$ cat config.mk
export PLATFORM = sky130hd
export DESIGN_NAME = uart_rx_sampler
export DESIGN_NICKNAME = d
export VERILOG_FILES = /design/src/rtl/uart_rx_sampler.sv
export SDC_FILE = /design/constraint.sdc
export NUM_CORES = 1
export LEC_CHECK = 0
export BUFFER_PORTS_ARGS = -buffer_cell sky130_fd_sc_hd__buf_2
export CAP_MARGIN = 30
export CELL_PAD_IN_SITES_DETAIL_PLACEMENT = 1
export CELL_PAD_IN_SITES_GLOBAL_PLACEMENT = 1
export CORE_UTILIZATION = 44
export DETAILED_ROUTE_END_ITERATION = 12
export PLACE_DENSITY_LB_ADDON = 0.1
export SLEW_MARGIN = 20
export SYNTH_ARGS = -nofsm -noshare
export SYNTH_HDL_FRONTEND = slang
export SYNTH_SLANG_ARGS = --single-unit
export TNS_END_PERCENT = 100
$ cat constraint.sdc
create_clock -name clk -period 1.8 [get_ports clk]
set_clock_uncertainty 0.2 [all_clocks]
set_input_delay 0.54 -clock clk [delete_from_list [all_inputs] [get_ports clk]]
set_output_delay 0.54 -clock clk [all_outputs]
set_load 0.02 [all_outputs]
$ cat src/rtl/uart_rx_sampler.sv
// uart_rx_sampler: receive end of the START|DATA(LSB first)|STOP serial link.
// The line is synchronised, each bit is sampled at 1/4, 1/2 and 3/4 of the bit
// period and resolved by a 2-of-3 vote, and finished words land in a one-entry
// holding register drained by a ready/valid handshake.
module uart_rx_sampler #(
  parameter int BAUD_RATE     = 115200,
  parameter int CLK_FREQUENCY = 48000000,
  parameter int DATA_BITS     = 8
) (
  input  logic                 clk,
  input  logic                 reset,
  input  logic                 rx_uart,
  input  logic                 rx_rdy,
  output logic                 rx_valid,
  output logic [DATA_BITS-1:0] rx_data,
  output logic                 rx_frame_err,
  output logic                 rx_overrun
);
  localparam int CLKS_PER_BIT = (CLK_FREQUENCY + BAUD_RATE - 1) / BAUD_RATE;
  localparam int CW = $clog2(CLKS_PER_BIT + 1);
  localparam int IW = $clog2(DATA_BITS);

  localparam logic [CW-1:0] Q1       = CW'(CLKS_PER_BIT / 4);
  localparam logic [CW-1:0] Q2       = CW'(CLKS_PER_BIT / 2);
  localparam logic [CW-1:0] Q3       = CW'((3 * CLKS_PER_BIT) / 4);
  localparam logic [CW-1:0] DEC      = CW'((3 * CLKS_PER_BIT) / 4 + 1);
  localparam logic [CW-1:0] LAST     = CW'(CLKS_PER_BIT - 1);
  localparam logic [IW-1:0] LAST_IDX = IW'(DATA_BITS - 1);

  generate
    if (CLKS_PER_BIT < 8) begin : g_rate_chk
      $error("uart_rx_sampler: CLKS_PER_BIT must be at least 8");
    end
    if (DATA_BITS < 5 || DATA_BITS > 9) begin : g_width_chk
      $error("uart_rx_sampler: DATA_BITS must be within 5..9");
    end
  endgenerate

  typedef enum logic [2:0] {IDLE, START, DATA, STOP, WAIT_HIGH} state_e;

  state_e               state_q, state_d;
  logic                 rx_meta_q, rx_s_q, rx_prev_q;
  // Start detection is armed only once rx_s and its history both reflect the
  // real line, so a line already low at reset release is not taken as an edge.
  logic [2:0]           arm_q;
  logic [CW-1:0]        cnt_q, cnt_d;
  logic [IW-1:0]        idx_q, idx_d;
  logic                 s1_q, s1_d, s2_q, s2_d, vote_q, vote_d;
  logic [DATA_BITS-1:0] shift_q, shift_d, data_q, data_d;
  logic                 valid_q, valid_d, fe_q, fe_d, ov_q, ov_d;
  logic                 dec, wrap;

  assign dec  = (cnt_q == DEC);
  assign wrap = (cnt_q == LAST);

  // Two-flop synchroniser plus one cycle of history for falling-edge detection.
  always_ff @(posedge clk or negedge reset) begin
    if (!reset) begin
      rx_meta_q <= 1'b1;
      rx_s_q    <= 1'b1;
      rx_prev_q <= 1'b1;
      arm_q     <= '0;
    end else begin
      rx_meta_q <= rx_uart;
      rx_s_q    <= rx_meta_q;
      rx_prev_q <= rx_s_q;
      arm_q     <= {arm_q[1:0], 1'b1};
    end
  end

  // Next-state: bit timing, 3-point sampling, frame sequencing and handshake.
  always_comb begin
    state_d = state_q;
    cnt_d   = cnt_q;
    idx_d   = idx_q;
    s1_d    = s1_q;
    s2_d    = s2_q;
    vote_d  = vote_q;
    shift_d = shift_q;
    valid_d = valid_q;
    data_d  = data_q;
    fe_d    = 1'b0;
    ov_d    = 1'b0;

    if (state_q == START || state_q == DATA || state_q == STOP) begin
      cnt_d = wrap ? '0 : cnt_q + 1'b1;
      if (cnt_q == Q1) s1_d = rx_s_q;
      if (cnt_q == Q2) s2_d = rx_s_q;
      if (cnt_q == Q3) vote_d = (s1_q & s2_q) | (s1_q & rx_s_q) | (s2_q & rx_s_q);
    end

    if (valid_q && rx_rdy) valid_d = 1'b0;

    unique case (state_q)
      IDLE: begin
        if (arm_q[2] && rx_prev_q && !rx_s_q) begin
          cnt_d   = CW'(1);
          state_d = START;
        end
      end
      START: begin
        if (dec && vote_q) begin
          cnt_d   = '0;
          state_d = IDLE;
        end else if (wrap) begin
          idx_d   = '0;
          state_d = DATA;
        end
      end
      DATA: begin
        if (dec) shift_d = {vote_q, shift_q[DATA_BITS-1:1]};
        if (wrap) begin
          if (idx_q == LAST_IDX) state_d = STOP;
          else                   idx_d   = idx_q + 1'b1;
        end
      end
      STOP: begin
        if (dec) begin
          cnt_d = '0;
          if (vote_q) begin
            // Leave before the stop bit ends so a back-to-back start is caught.
            if (!valid_q || rx_rdy) begin
              valid_d = 1'b1;
              data_d  = shift_q;
            end else begin
              ov_d = 1'b1;
            end
            state_d = IDLE;
          end else begin
            fe_d    = 1'b1;
            state_d = WAIT_HIGH;
          end
        end
      end
      WAIT_HIGH: begin
        if (rx_s_q) state_d = IDLE;
      end
      default: state_d = IDLE;
    endcase
  end

  // State, sampling and holding registers.
  always_ff @(posedge clk or negedge reset) begin
    if (!reset) begin
      state_q <= IDLE;
      cnt_q   <= '0;
      idx_q   <= '0;
      s1_q    <= 1'b0;
      s2_q    <= 1'b0;
      vote_q  <= 1'b0;
      shift_q <= '0;
      valid_q <= 1'b0;
      data_q  <= '0;
      fe_q    <= 1'b0;
      ov_q    <= 1'b0;
    end else begin
      state_q <= state_d;
      cnt_q   <= cnt_d;
      idx_q   <= idx_d;
      s1_q    <= s1_d;
      s2_q    <= s2_d;
      vote_q  <= vote_d;
      shift_q <= shift_d;
      valid_q <= valid_d;
      data_q  <= data_d;
      fe_q    <= fe_d;
      ov_q    <= ov_d;
    end
  end

  assign rx_valid     = valid_q;
  assign rx_data      = data_q;
  assign rx_frame_err = fe_q;
  assign rx_overrun   = ov_q;
endmodule
==> impl_summary.log, run 1 <==
INFO  metric first_pass_grt_wire_length = 9.33 mm
INFO  metric route.detailed.drc = 2
INFO  metric share_of_final_layout_standard_cells_stronger_than_drive_strength_1 = 60.1%
INFO  metric synth_top_flop_cell = sky130_fd_sc_hd__dfrtp_1
INFO  metric synthesized_instance_count = 164
INFO  metric cp_cell_sequence = nand3b_1 -> nand4bb_1 -> nor2b_2 -> buf_6 -> mux2_4
INFO  metric netlist.top_cell.by_area = sky130_fd_sc_hd__dfrtp_1
INFO  metric sequential_power_share = 41.8%
INFO  metric core_region_area = 4440 µm²
INFO  metric synthesis.yosys.warnings = 0
INFO  metric rd_place_congestion = 0.834
INFO  metric die_h = 70.6 µm
INFO  metric power_switching_share = 29.1%
INFO  metric setup_total_negative_slack = -4.20 ns
INFO  metric violated_checks = DRC, hold timing, setup timing
INFO  metric n_antenna_cell = 0
INFO  metric power.share.combinational = 28.9%
INFO  metric area_delta_synth_final = 41.8%
INFO  metric power_density_over_the_cells = 911 nW/µm²
INFO  metric postLayoutCellArea = 2940 µm²
INFO  metric cp_data_required_time = 1.78 ns
INFO  metric die_footprint = 4980 µm²
INFO  metric register_area = 1080 µm²
INFO  metric synthArstFlopShare = 100%
INFO  metric number_of_buffers_created_by_cts = 5
INFO  metric number_of_slew_limit_violations_in_the_final_report = 0
INFO  metric crit_path_top_delay_cell = sky130_fd_sc_hd__dfrtp_1
INFO  metric drt_wl_total = 6.05 mm
INFO  metric clk_transition_reported_paths = 0.09 ns
INFO  metric setup_viol = 34
INFO  metric worstSkewPairLatency = 0.30 ns
INFO  metric synth_cell_types = 53
INFO  metric yosysSeqAreaShare = 52.1%
INFO  metric p_leak = 1.38 nW
INFO  metric num-fill-cells = 445
INFO  metric grt_start_max_net_pins = 44
INFO  metric die_width = 70.6 µm
INFO  metric synth_top_cells_by_area = sky130_fd_sc_hd__dfrtp_1 48%, sky130_fd_sc_hd__mux2_2 6.0%, sky130_fd_sc_hd__mux2_1 4.4%
INFO  metric run_status = finished with violations
INFO  metric final_period_minus_worst_setup_slack = 2.03 ns
INFO  metric core.rowCount = 24
INFO  metric cp-start-kind = register
INFO  metric clock.fmax = 492 MHz
INFO  metric synth-edff-count = 0
INFO  metric critical_path_class = reg2reg
INFO  metric cts_tree = yes
INFO  metric finalPower = 2.68 mW
INFO  metric critical_path.endpoint_type = register
INFO  metric synth-seq-cells = 43
INFO  metric detailed_place.area = 2460 µm²
INFO  metric initial_utilization = 46.6%
INFO  metric postSynthAreaPerCell = 12.6 µm²
INFO  metric synthesis.nets = 173
INFO  metric worst_path_largest_cell_delay = 0.56 ns
INFO  metric cts_htree_levels = 2
INFO  metric worst_ep_arrival_time = 2.02 ns
INFO  metric fin_worst_hold_slack = -0.00702 ns
INFO  metric grt_pass1_vias = 1777
INFO  metric class_of_the_worst_hold_path = in2async
INFO  metric pwr-share-clk = 29.3%
INFO  metric via_per_inst = 5.82
INFO  metric gr-total-overflow = 0
INFO  metric hold_viol_final = 2
INFO  metric ant_nets = 0
INFO  metric worst-path-buf-inv = 1
INFO  metric grt_setup_unrepaired = true
INFO  metric yosysTopAreaCellShare = 48.3%
INFO  metric clkSinkCount = 43
INFO  metric detailroute.via_count = 1600
INFO  metric antenna_found_initial = 0
INFO  metric clock_tree.root_cell = sky130_fd_sc_hd__clkbuf_8
INFO  metric final_net_count = 231
INFO  metric cts_hold_buf = 0
INFO  metric reg2regPathDepth = 5
INFO  metric drt_iter0_drc = 102
INFO  metric final_critical_path_setup_slack = -0.233 ns
INFO  metric p_int = 1.90 mW
INFO  metric clk_path_buf_depth = 2
INFO  metric multi_input_area = 1190 µm²
INFO  metric place_hpwl = 3.48 mm
INFO  metric gr-usage-all-layers = 25.1%
INFO  metric cp_top_family = simple AND/OR/NAND/NOR gates
INFO  metric cap_viol_max_count = 0
INFO  metric first_pass_iters = 8
INFO  metric ports = 15
INFO  metric synth.cell_area = 2070 µm²
INFO  metric crit_fanout = 8
INFO  metric io_buffer_count = 14
INFO  metric avgRoutedWirePerCell = 22.0 µm
INFO  metric total_switching_power = 0.779 mW
INFO  metric cp.depth = 5
INFO  metric fin_crit_sh = 113%
INFO  metric worst_ir_drop_vdd = 0.648 mV
-- worst paths after layout --
path	startpoint	to	slack, ns
setup / recovery	state_q[0]$_DFFE_PN0P_	rx_data[4]$_DFFE_PN0P_	-0.23
hold / removal	reset	state_q[0]$_DFFE_PN0P_	-0.007
setup reg to reg	state_q[0]$_DFFE_PN0P_	rx_data[4]$_DFFE_PN0P_	-0.23
hold reg to reg	rx_meta_q$_DFF_PN1_	rx_s_q$_DFF_PN1_	0.16
max in group asynchronous	reset	rx_meta_q$_DFF_PN1_	1.12
min in group clk	rx_uart	rx_meta_q$_DFF_PN1_	0.14
-- state kept, by name, indices dropped and copies added, names as in the netlist --
signal / count
rx_meta_q: 1
s2_q: 1
arm_q: 3
rx_frame_err: 1
s1_q: 1
idx_q: 3
shift_q: 8
rx_valid: 1
rx_s_q: 1
vote_q: 1
rx_data: 8
state_q: 3
cnt_q: 9
rx_prev_q: 1
rx_overrun: 1
-- Yosys cell counts, types with 2 or more instances --
cell type and instances:
sky130_fd_sc_hd__a32o_1 2, sky130_fd_sc_hd__and4b_1 2, sky130_fd_sc_hd__and4bb_2 5, sky130_fd_sc_hd__buf_2 4, sky130_fd_sc_hd__buf_6 3, sky130_fd_sc_hd__dfrtp_1 40
sky130_fd_sc_hd__dfstp_2 3, sky130_fd_sc_hd__ha_1 5, sky130_fd_sc_hd__inv_1 4, sky130_fd_sc_hd__mux2_1 8, sky130_fd_sc_hd__mux2_2 11, sky130_fd_sc_hd__mux2i_1 2
sky130_fd_sc_hd__nand2_1 8, sky130_fd_sc_hd__nand3_1 5, sky130_fd_sc_hd__nand4_1 3, sky130_fd_sc_hd__nor2_1 4, sky130_fd_sc_hd__nor3_1 10, sky130_fd_sc_hd__nor3b_1 2
sky130_fd_sc_hd__nor4bb_1 2, sky130_fd_sc_hd__o21ai_0 3, sky130_fd_sc_hd__o31ai_1 2, sky130_fd_sc_hd__xnor2_1 3, sky130_fd_sc_hd__xor2_1 3
-- routing by layer --
| metal | share of wire [%] | up-vias | global-route usage (%) |
|---|---|---|---|
| met2 | 56 | 23 | 44.3 |
| li1 | - | 721 | - |
| met5 | 0 | - | 0 |
| met4 | 1.3 | 0 | 9.11 |
| met3 | 2.2 | 7 | 4.27 |
| met1 | 40 | 849 | 31.3 |
-- final cells by class --
type	count	share of cell area, %
clock inverter	2	1.19
timing repair buffer	59	15.9
sequential	43	36.8
clock buffer	6	2.81
multi-input combinational	109	40.5
tap	52	2.22
inverter	4	0.511
-- cell families after synthesis --
group | synth area share (%)
other | 0.181
flip-flops | 52.1
adder cells (fa/ha/maj) | 3.50
buffers and inverters | 3.69
AND/OR/NAND/NOR | 18.3
multiplexers | 11.3
XOR/XNOR | 2.54
AO/OA/AOI/OAI | 8.34
-- power by group through the flow --
stage | clock network (mW) | logic (mW) | registers, mW
2_1_floorplan | 0 | 0.309 | 1.13
3_5_place_dp | 0 | 0.574 | 1.13
4_1_cts | 0.803 | 0.722 | 1.12
6_report | 0.785 | 0.773 | 1.12
5_1_grt | 0.833 | 0.830 | 1.13
3_3_place_gp | 0 | 0.541 | 1.13
-- placed cells by master, fill, tap and decap left out, types with 3 or more instances in the layout --
| master | count |
|---|---|
| sky130_fd_sc_hd__and4bb_2 | 5 |
| sky130_fd_sc_hd__buf_6 | 6 |
| sky130_fd_sc_hd__nor3_2 | 5 |
| sky130_fd_sc_hd__clkbuf_8 | 6 |
| sky130_fd_sc_hd__xnor2_1 | 3 |
| sky130_fd_sc_hd__inv_1 | 3 |
| sky130_fd_sc_hd__nand4_1 | 3 |
| sky130_fd_sc_hd__dfrtp_1 | 39 |
| sky130_fd_sc_hd__dfstp_2 | 3 |
| sky130_fd_sc_hd__ha_4 | 3 |
| sky130_fd_sc_hd__mux2_4 | 13 |
| sky130_fd_sc_hd__buf_12 | 3 |
| sky130_fd_sc_hd__nand3_2 | 3 |
| sky130_fd_sc_hd__o21ai_2 | 3 |
| sky130_fd_sc_hd__nor2_1 | 4 |
| sky130_fd_sc_hd__xor2_1 | 3 |
| sky130_fd_sc_hd__buf_4 | 36 |
| sky130_fd_sc_hd__nor3_4 | 4 |
| sky130_fd_sc_hd__buf_2 | 14 |
| sky130_fd_sc_hd__nand2_1 | 7 |
| sky130_fd_sc_hd__mux2_2 | 6 |
-- repair_timing --
action	4_1_cts	5_1_grt
endpoints found under the setup margin	34	34
setup buffers	5	6
resized for setup	46	16
cloned	0	0
pin swaps	6	9
-- through the flow --
stage / instances / setup WS [ns] / util [%]
CTS: 270 / -0.158 / 63.5
finish: 275 / -0.233 / 66.1
global route: 275 / -0.289 / 66.1
detailed placement: 258 / -0.190 / 55.3
global placement: 258 / -0.0918 / 55.3
floorplan: 164 / -0.0890 / -
Note: power is estimated with default switching activity, not from simulation.
==> inputs of run 2 (changes only) <==
--- a/config.mk
+++ b/config.mk
@@ -11,6 +11,7 @@
 export CELL_PAD_IN_SITES_GLOBAL_PLACEMENT = 1
 export CORE_UTILIZATION = 44
 export DETAILED_ROUTE_END_ITERATION = 12
+export GPL_TIMING_DRIVEN = 0
 export PLACE_DENSITY_LB_ADDON = 0.1
 export SLEW_MARGIN = 20
 export SYNTH_ARGS = -nofsm -noshare
==> run 2 against run 1 <==
  * The run ends with DRC, setup timing left
  * Hold slack better by 0.15 ns
  * Maximum frequency up 0.22%
  * Register-to-register slack about the same
  * Flip-flop and latch count unchanged
  * Sequential power about the same
  * Sequential share of layout area up 3.5 points
  * Via count down 11%
  * Final area down 8.7%
  * Critical path type unchanged
  * Critical endpoint is now rx_data[3]$_DFFE_PN0P_
  * Largest cell class unchanged
  * Highest routed layer unchanged
==> impl_summary.log, run 2 (synthesis gave the netlist of run 1 again) <==
INFO  metric fin_worst_hold_slack = 0.147 ns (+0.154 ns)
INFO  metric first_pass_grt_wire_length = 7.73 mm (-17%)
INFO  metric final_net_count = 210 (-9.1%)
INFO  metric grt_pass1_vias = 1544 (-13%)
INFO  metric place_inst = 230 (-11%)
INFO  metric fin_crit_sh = 113% (-0.25 points)
INFO  metric clkSinkCount = 43 (unchanged)
INFO  metric core_region_area = 4440 µm² (unchanged)
INFO  metric cp-start-kind = register
INFO  metric n_antenna_cell = 0 (unchanged)
INFO  metric multi_input_area = 1150 µm² (-3.4%)
INFO  metric p_leak = 1.24 nW (-9.9%)
INFO  metric violated_checks = DRC, setup timing
INFO  metric stdcell_count = 254 (-7.6%)
INFO  metric detailroute.via_count = 1428 (-11%)
INFO  metric place_hpwl = 2.93 mm (-16%)
INFO  metric die_h = 70.6 µm (unchanged)
INFO  metric setup_viol = 34 (unchanged)
INFO  metric rd_place_congestion = 0.836 (+0.22%)
INFO  metric final_period_minus_worst_setup_slack = 2.03 ns (-0.00453 ns)
INFO  metric run_status = finished with violations
INFO  metric final_critical_path_setup_slack = -0.229 ns (+0.00453 ns)
INFO  metric avgRoutedWirePerCell = 17.8 µm (-19%)
INFO  metric ports = 15 (unchanged)
INFO  metric gr-total-overflow = 0 (unchanged)
INFO  metric register_area = 1080 µm² (unchanged)
INFO  metric critical_path.endpoint_type = register
INFO  metric layout_commonest_cell = sky130_fd_sc_hd__dfrtp_1
INFO  metric route.detailed.drc = 2 (unchanged)
INFO  metric postLayoutCellArea = 2680 µm² (-8.7%)
INFO  metric finalPower = 2.27 mW (-15%)
INFO  metric clock_tree.root_cell = sky130_fd_sc_hd__clkbuf_8
INFO  metric clk_transition_reported_paths = 0.08 ns (about the same)
INFO  metric initial_utilization = 46.6% (unchanged)
INFO  metric grt_start_max_net_pins = 44 (unchanged)
INFO  metric cts_htree_levels = 2 (unchanged)
INFO  metric biggest_register = cnt_q
INFO  metric crit_fanout = 8 (unchanged)
INFO  metric hold_viol_final = 0 (-2)
INFO  metric share_of_final_layout_standard_cells_stronger_than_drive_strength_1 = 50.0% (-10 points)
INFO  metric clock.fmax = 493 MHz (+0.22%)
INFO  metric worstSkewPairLatency = 0.30 ns (about the same)
INFO  metric worst_path_largest_cell_delay = 0.42 ns (-0.14 ns)
INFO  metric critical_path_class = reg2reg
INFO  metric die_footprint = 4980 µm² (unchanged)
INFO  metric io_buffer_count = 14 (unchanged)
INFO  metric largest_register_ffs = 9 (unchanged)
INFO  metric clk_path_buf_depth = 2 (unchanged)
INFO  metric detailed_place.area = 2220 µm² (-9.5%)
INFO  metric core.rowCount = 24 (unchanged)
INFO  metric area_delta_synth_final = 29.4%
INFO  metric top_library_cells_by_usage_in_the_layout_fill_and_taps_aside = 39 x sky130_fd_sc_hd__dfrtp_1, 19 x sky130_fd_sc_hd__mux2_4, 17 x sky130_fd_sc_hd__buf_2
INFO  metric crit_path_top_delay_cell = sky130_fd_sc_hd__dfrtp_1
INFO  metric cp_data_required_time = 1.78 ns (about the same)
INFO  metric worst_ep_arrival_time = 2.01 ns (about the same)
INFO  metric grt_setup_unrepaired = true
INFO  metric first_pass_iters = 8 (unchanged)
INFO  metric number_of_slew_limit_violations_in_the_final_report = 0 (unchanged)
INFO  metric cp_cell_sequence = inv_2 -> ha_4 -> and4bb_2 -> nand4bb_1 -> nor2b_1 -> buf_6 -> mux2_4
INFO  metric via_per_inst = 5.62 (-3.4%)
INFO  metric gr-usage-all-layers = 20.3% (-4.8 points)
INFO  metric ant_nets = 0 (unchanged)
INFO  metric cts_tree = yes
INFO  metric num-fill-cells = 436 (-2.0%)
INFO  metric power_density_over_the_cells = 848 nW/µm² (-6.9%)
INFO  metric drt_wl_total = 4.52 mm (-25%)
INFO  metric cap_viol_max_count = 0 (unchanged)
INFO  metric drt_iter0_drc = 62 (-39%)
INFO  metric number_of_buffers_created_by_cts = 5 (unchanged)
INFO  metric worst_ir_drop_vdd = 0.475 mV (-27%)
INFO  metric antenna_found_initial = 0 (unchanged)
INFO  metric class_of_the_worst_hold_path = in2reg
INFO  metric die_width = 70.6 µm (unchanged)
run 2: cell types whose count changed in the layout (fill, tap and decap cells not counted), moves of 3 or more:
cell	before	now
sky130_fd_sc_hd__buf_4	36	12
sky130_fd_sc_hd__nor3_1	2	9
sky130_fd_sc_hd__nor3_2	5	1
sky130_fd_sc_hd__nor3_4	4	1
sky130_fd_sc_hd__buf_2	14	17
sky130_fd_sc_hd__mux2_4	13	19
sky130_fd_sc_hd__mux2_2	6	0
run 2: power breakdown:
part           leakage, nW  internal, mW  switching, mW
sequential           0.564          1.06         0.0783
clock               0.0402         0.270          0.335
combinational        0.637         0.265          0.271
total                 1.24          1.59          0.684
run 2: repair_timing:
item	CTS	global route
endpoints found under the hold margin	0	8
setup buffers	10	4
setup endpoints to repair	32	35
gates resized for setup	42	12
hold buffers	0	1
pin swaps	10	3
run 2: layer usage:
layer  global-route usage [%]  share of wire [%]  vias to the layer above
met2                     32.7                 48                       18
met1                     27.5                 47                      725
met5                        0                  0                        -
li1                         -                  -                      677
met4                     7.11                2.0                        0
met3                     4.56                2.5                        8
run 2: worst paths after layout:
| kind | startpoint | end | slack, ns | cells past startpoint |
|---|---|---|---|---|
| max in group asynchronous | reset | rx_meta_q$_DFF_PN1_ | 0.45 | 3 |
| hold reg to reg | arm_q[1]$_DFF_PN0_ | arm_q[2]$_DFF_PN0_ | 0.16 | 0 |
| min in group asynchronous | reset | idx_q[2]$_DFFE_PN0P_ | 0.43 | 2 |
| setup reg to reg | cnt_q[1]$_DFF_PN0_ | rx_data[3]$_DFFE_PN0P_ | -0.23 | 7 |
| hold / removal | rx_uart | rx_meta_q$_DFF_PN1_ | 0.15 | 1 |
| setup / recovery | cnt_q[1]$_DFF_PN0_ | rx_data[3]$_DFFE_PN0P_ | -0.23 | 7 |
run 2: cell type report:
type                            instances  area share, %
Clock buffer                            5           2.57
Inverter                                4          0.560
Sequential cell                        43           40.3
Clock inverter                          3          0.747
Timing Repair Buffer                   30           7.94
Buffer                                  8           2.52
Tap cell                               52           2.43
Multi-Input combinational cell        109           42.9
run 2: metrics by stage:
| stage | utilization, % | setup TNS (ns) | setup WS (ns) |
|---|---|---|---|
| after floorplan | - | -0.729 | -0.0890 |
| after global placement | 50.0 | -5.30 | -0.260 |
| after detailed placement | 50.0 | -6.03 | -0.300 |
| after CTS | 57.8 | -5.38 | -0.235 |
| after global routing | 60.3 | -8.27 | -0.306 |
| final | 60.3 | -5.85 | -0.229 |
run 2: worst max-delay path, delay by kind of cell, from the launching register on:
kind / cells / cell delay [ns]
buffers and inverters: 2 / 0.27
AND/OR/NAND/NOR: 3 / 0.60
flip-flops: 1 / 0.42
adder cells (fa/ha/maj): 1 / 0.12
multiplexers: 1 / 0.31
